### src/rtl/top_tx_if.sv
// top_tx_if -- handshake and serial-stream bundle for the top_tx serializer.
// master: frame source (drives load/data_in); slave: the serializer itself.
interface top_tx_if #(
  parameter int WIDTH = 4
) ();
  logic             load;
  logic [WIDTH-1:0] data_in;
  logic             data_out;
  logic             busy;
  logic             done;

  modport master (
    output load,
    output data_in,
    input  data_out,
    input  busy,
    input  done
  );

  modport slave (
    input  load,
    input  data_in,
    output data_out,
    output busy,
    output done
  );
endinterface

### src/rtl/top_tx.sv
// top_tx -- parallel-to-serial frame transmitter, MSB first.
// A load seen in IDLE captures data_in and shifts it out over WIDTH cycles,
// followed by a one-cycle done pulse in the first IDLE cycle.
// Optional feature macro: PARITY_EN appends one even-parity bit per frame.
// The WIDTH-bit shift register is split as {data_out_r, shreg_r}: data_out_r
// is its MSB stage and drives the pin directly, so the output is registered
// and the first bit appears the cycle after the accepting edge.
module top_tx #(
  parameter int WIDTH = 4
) (
  input  logic       clk,
  input  logic       rst,
  top_tx_if.slave    bus
);

  localparam int CNT_W = $clog2(WIDTH) + 1;
  localparam logic [CNT_W-1:0] LAST_BIT = CNT_W'(WIDTH - 1);

  typedef enum logic [1:0] {
    IDLE   = 2'd0,
    SHIFT  = 2'd1
`ifdef PARITY_EN
    ,
    PARITY = 2'd2
`endif
  } state_t;

  state_t             state_r;
  logic [WIDTH-2:0]   shreg_r;     // remaining bits below the output stage
  logic [CNT_W-1:0]   cnt_r;       // bits already completed in this frame
  logic               data_out_r;  // MSB stage of the shift register
  logic               done_r;

`ifdef PARITY_EN
  logic               parity_r;    // even parity of the captured word

  function automatic logic even_parity(input logic [WIDTH-1:0] word);
    return ^word;
  endfunction
`endif

  // Frame sequencer: state, shift register, bit counter and registered outputs.
  always_ff @(posedge clk or posedge rst) begin
    if (rst) begin
      state_r    <= IDLE;
      shreg_r    <= '0;
      cnt_r      <= '0;
      data_out_r <= 1'b0;
      done_r     <= 1'b0;
`ifdef PARITY_EN
      parity_r   <= 1'b0;
`endif
    end else begin
      case (state_r)
        IDLE: begin
          done_r <= 1'b0;
          if (bus.load) begin
            data_out_r <= bus.data_in[WIDTH-1];
            shreg_r    <= bus.data_in[WIDTH-2:0];
            cnt_r      <= '0;
            state_r    <= SHIFT;
`ifdef PARITY_EN
            parity_r   <= even_parity(bus.data_in);
`endif
          end else begin
            data_out_r <= 1'b0;
          end
        end

        SHIFT: begin
          shreg_r <= shreg_r << 1;
          cnt_r   <= cnt_r + CNT_W'(1);
          if (cnt_r == LAST_BIT) begin
`ifdef PARITY_EN
            data_out_r <= parity_r;
            state_r    <= PARITY;
            done_r     <= 1'b0;
`else
            data_out_r <= 1'b0;
            state_r    <= IDLE;
            done_r     <= 1'b1;
`endif
          end else begin
            data_out_r <= shreg_r[WIDTH-2];
            done_r     <= 1'b0;
          end
        end

`ifdef PARITY_EN
        PARITY: begin
          data_out_r <= 1'b0;
          state_r    <= IDLE;
          done_r     <= 1'b1;
        end
`endif

        default: begin
          data_out_r <= 1'b0;
          state_r    <= IDLE;
          done_r     <= 1'b0;
        end
      endcase
    end
  end

  assign bus.data_out = data_out_r;
  assign bus.busy     = (state_r != IDLE);
  assign bus.done     = done_r;

endmodule
### src/flat_wrapper.sv
// flat-port wrapper written by rule: the top's interface ports become plain ports
module top_tx_flat 
#(
  parameter int WIDTH = 4
)
  (clk, rst, bus_load, bus_data_in, bus_data_out, bus_busy, bus_done);
  top_tx_if #(.WIDTH(WIDTH)) bus_i ();
  input  logic clk;
  input  logic rst;
  input wire logic [$bits(bus_i.load)-1:0] bus_load;
  input wire logic [$bits(bus_i.data_in)-1:0] bus_data_in;
  output wire logic [$bits(bus_i.data_out)-1:0] bus_data_out;
  output wire logic [$bits(bus_i.busy)-1:0] bus_busy;
  output wire logic [$bits(bus_i.done)-1:0] bus_done;
  assign bus_i.load = bus_load;
  assign bus_i.data_in = bus_data_in;
  assign bus_data_out = bus_i.data_out;
  assign bus_busy = bus_i.busy;
  assign bus_done = bus_i.done;
  top_tx #(.WIDTH(WIDTH)) u_core (.clk(clk), .rst(rst), .bus(bus_i));
endmodule
### config.mk
export PLATFORM = sky130hd
export DESIGN_NAME = top_tx_flat
export DESIGN_NICKNAME = d
export VERILOG_FILES = /design/src/rtl/top_tx_if.sv /design/src/rtl/top_tx.sv /design/src/flat_wrapper.sv
export SDC_FILE = /design/constraint.sdc
export NUM_CORES = 1
export LEC_CHECK = 0
export CAP_MARGIN = 20
export CELL_PAD_IN_SITES_DETAIL_PLACEMENT = 1
export CELL_PAD_IN_SITES_GLOBAL_PLACEMENT = 2
export CORE_MARGIN = 3
export CORE_UTILIZATION = 30
export DETAILED_ROUTE_END_ITERATION = 7
export PLACE_DENSITY = 0.82
export SLEW_MARGIN = 15
export SYNTH_ARGS = -nofsm -noshare
export SYNTH_HDL_FRONTEND = slang
export SYNTH_SLANG_ARGS = --single-unit
### constraint.sdc
create_clock -name clk -period 1.75 [get_ports clk]
set_input_delay 0.4375 -clock clk [delete_from_list [all_inputs] [get_ports clk]]
set_output_delay 0.4375 -clock clk [all_outputs]
set_load 0.005 [all_outputs]
# After elaboration in Yosys (flattened, before gate mapping)
# Cells that the tools add are included.
[classes]
n_eq_ne = 4
mux = 12
reduce_logical = 5
n_addsub = 1
[ops]
columns = ["cell", "count"]
rows = [
  ["3-bit one-hot mux with 2 select lines", 2],
  ["3-bit two-way mux", 2],
  ["1-bit two-way mux", 4],
  ["2-bit two-way mux", 2],
  ["2-bit one-hot mux with 2 select lines", 1],
  ["2-bit AND reduction", 2],
  ["2-bit nonzero test", 2],
  ["3-bit by 1-bit adder with 3-bit output, second input constant", 1],
  ["3-bit by 2-bit equality test with 1-bit output, second input constant", 1],
  ["2-bit by 1-bit equality test with 1-bit output, second input constant", 1],
  ["2-bit logical NOT", 1],
  ["2-bit by 1-bit != test with 1-bit output, second input constant", 1],
  ["2-bit != test, second input constant", 1],
  ["1-bit one-hot mux with 2 select lines", 1],
]
[word_totals]
out_inout_bits = 3
regBits = 10
wordCells = 27

# Depth between registers and ports, before layout
[depth]
ltp_word = 3
depth_mapped = 4

# Worst setup path before layout
# No wires, ideal clock.
[synth_timing]
path_kind = "flip-flop to flip-flop"
startpoint = "reg u_core.cnt_r[0]"
endpoint = "reg u_core.cnt_r[2]"
period_less_slack_ns = 1.176
t_arrival_ns = 1.055
path_buffers = 0
stages_incl_launch_ff = 5
slack_ns = 0.574
t_required_ns = 1.629
path_cell_list = "dfrtp_1 > ha_1 > ha_1 > inv_1 > a22o_1"
[synth_between]
elab_chain_cells = 2
[synth_rtl]
columns = ["item", "line_no", "source"]
rows = [
  ["start: declaration", "top_tx.sv:30", "logic [CNT_W-1:0] cnt_r;"],
  ["start signal: assignment", "top_tx.sv:72", "cnt_r <= cnt_r + CNT_W'(1);"],
  ["3-bit by 1-bit adder with 3-bit output", "top_tx.sv:72", ""],
  ["3-bit one-hot mux with 2 select lines", "top_tx.sv:54", "case (state_r)"],
]
# Every way passes these cells.
# A chain may end at the register's enable or synchronous reset.

# Worst setup path after layout
[layout_timing]
startpoint = "reg u_core.state_r[0]"
endpoint = "out bus_busy"
[layout_between]
elab_chain_cells = 1
[layout_rtl]
columns = ["item", "line_no", "source"]
rows = [
  ["start: declaration", "top_tx.sv:28", "state_t state_r;"],
  ["start signal: assignment", "top_tx.sv:45", "state_r <= IDLE;"],
  ["start signal: assignment", "top_tx.sv:61", "state_r <= SHIFT;"],
  ["start signal: assignment", "top_tx.sv:80", "state_r <= IDLE;"],
  ["2-bit nonzero test", "top_tx.sv:107", "assign bus.busy = (state_r != IDLE);"],
  ["end: declaration", "flat_wrapper.sv:13", "output wire logic [$bits(bus_i.busy)-1:0] bus_busy;"],
]
# Every way passes these cells.

==> flow_summary.json <==
{
  "p_comb_frac": 0.369,
  "dieArea_um2": 1840,
  "seq_area_frac_synth": 0.550,
  "setup.worst_path.class": "reg2out",
  "syn_nets": 43,
  "fp-row-count": 12,
  "slew_headroom": 0.765,
  "worstMarginPinSlew_ns": 0.352,
  "synth_top_cell_area_share": 0.550,
  "r2r_cells": 4,
  "hold_buffers": 0,
  "cp.required_ns": 1.31,
  "hold_violations": 0,
  "end_kind": "primary output",
  "antenna_found_initial": 0,
  "rsz0062_at_grt": "false",
  "critical-path-top-delay-family": "buffers and inverters",
  "syn-instance-count": 34,
  "cpPeakStageDelay_ns": 0.50,
  "initial_core_util": 0.345,
  "ir_worst_vdd_v": 0.000537,
  "intPower_uw": 546,
  "gp_congestion": 0.644,
  "setup_tns_ns": 0,
  "fill_cells": 137,
  "synth_common_cells": "dfrtp_1 (9), mux2i_1 (4), inv_1 (3), nand2_1 (3)",
  "clkPwrFrac": 0.200,
  "dp_hpwl_um": 599,
  "drt_wl_total_um": 776,
  "cts_resized": 0,
  "whs_ns": 0.441,
  "grt_pass1_wl_um": 1280,
  "finalCriticalPeriod_ns": 1.55,
  "syn_area_um2": 409,
  "max_cap_viol_count": 0,
  "pwr-share-seq": 0.431,
  "grt_max_degree": 13,
  "cts.sinks": 9,
  "track_usage": 0.0972,
  "power.density_nw_per_um2": 1490,
  "cp_cell_sequence": "clkdlybuf4s50_1",
  "status": "finished clean",
  "grt_pass1_vias": 309,
  "die_h_um": 42.9,
  "finalCritPeriodShare": 0.883,
  "fin_skew_ns": 0.00245,
  "fmaxAchievable_mhz": 647,
  "area_growth_pct": 29.1,
  "synth_most_common_cell": "dfrtp_1",
  "setup_violations": 0,
  "design.core.area_um2": 1190,
  "clockBufferDepth": 2,
  "clock_tree.root_cell": "clkbuf_4",
  "cp_num_buf_inv": 1,
  "crit_path_max_fanout": 2,
  "wl_per_cell_um": 12.9,
  "antenna_left": 0,
  "insertion_delay_ns": 0.26,
  "n_antenna_cell": 0,
  "synth_enable_flop_cells": 0,
  "pin_count": 10,
  "switching_share": 0.304,
  "synth-seq-cells": 9,
  "fp.dieW_um": 42.9,
  "p_switching_uw": 238,
  "synth_ff_type": "dfrtp_1",
  "arrival_ns": 1.11,
  "post-cts-setup-buffer-count": 0,
  "ys_types": 14,
  "first_pass_iters": 4,
  "syn_area_per_cell_um2": 12.0,
  "hp-class": "in2async",
  "synth.area.top_cells": "dfrtp_1 (55%), mux2i_1 (9.8%), ha_1 (6.1%)",
  "crit_cells": 1,
  "cts_buffers": 3,
  "cp-start-kind": "flop",
  "nets": 56,
  "cts_tree": "yes",
  "first_iter_violations": 3,
  "num_vias": 289,
  "clk_pin_slew_ns": 0.06,
  "htree_levels": 1,
  "cp_slowest_cell": "clkdlybuf4s50_1",
  "vias_per_cell": 4.82,
  "p_leak_uw": 0.000253,
  "synthArstFlopShare": 1.00,
  "layout-drive-gt1-share": 0.174,
  "drc": 0,
  "grt.overflow.total": 0,
  "yosysTopAreaCell": "dfrtp_1",
  "drv_slew": 0,
  "portBuffers": 9,
  "ys_warn_count": 0
}
state kept, by name, indices dropped and copies added (netlist names):
signal and count:
u_core.state_r 1, u_core.bus.data_out 1, u_core.shreg_r 3, u_core.bus.done 1, u_core.cnt_r 3
path summary, 6_finish.rpt:
path,end,slack (ns),from
min in group clk,u_core.shreg_r[1],0.51,u_core.shreg_r[0]
worst max-delay path,bus_busy,0.20,u_core.state_r[0]
worst min register to register,u_core.shreg_r[1],0.51,u_core.shreg_r[0]
worst min-delay path,u_core.shreg_r[2],0.44,rst
max in group asynchronous,u_core.cnt_r[1],1.05,rst
worst max register to register,u_core.cnt_r[2],0.52,u_core.cnt_r[0]
logic make-up (layout without fill, tap and decap cells):
family          after synthesis  after routing  synth area share
fa+ha+maj                     2              2            0.0612
simple gates                  9              9             0.110
mux                           4              4            0.0979
buf+inv                       5             17            0.0826
flops                         9              9             0.550
compound gates                5              5            0.0979
power groups by stage:
stage	sequential, µW	combinational (µW)	clock [µW]
after floorplan	337	189	0
after global placement	335	277	0
after detailed placement	343	290	0
after CTS	340	297	164
after global routing	348	328	178
final	338	290	157
per-stage QoR:
step / cell area [µm²] / utilization / std cells / power (µW) / setup WS, ns
after global routing: 528 / 0.445 / 60 / 853 / 0.149
after global placement: 502 / 0.423 / 56 / 611 / 0.286
after CTS: 528 / 0.445 / 60 / 801 / 0.175
after detailed placement: 502 / 0.423 / 56 / 634 / 0.226
final: 528 / 0.445 / 60 / 785 / 0.204
after floorplan: 409 / - / 34 / 526 / 0.574
cells in the final DEF, fill, tap and decap left out, types with 2 or more instances in the layout:
master           synthesis  final
nor2_1                   2      2
dfrtp_1                  9      9
a22o_1                   2      2
nand2_1                  3      3
ha_1                     2      2
mux2i_1                  4      4
inv_1                    3      3
o21ai_1                  2      2
clkbuf_4                 0      3
clkdlybuf4s50_1          0      9
routing by layer:
layer  vias up  GRT usage  part of all wire
li1        137          -                 -
met1       144     0.0959              0.39
met2         8      0.168              0.55
met3         0     0.0424             0.061
met4         0     0.0542                 0
met5         -          0                 0
layout make-up:
type	instances	area, µm²	area share
flip-flops and latches	9	225	0.427
clock buffers	4	26.3	0.0498
inverters	3	11.3	0.0213
repair buffers	10	97.6	0.185
well taps	14	17.5	0.0332
multi-input cells	20	150	0.284
(Power assumes the default switching activity.)
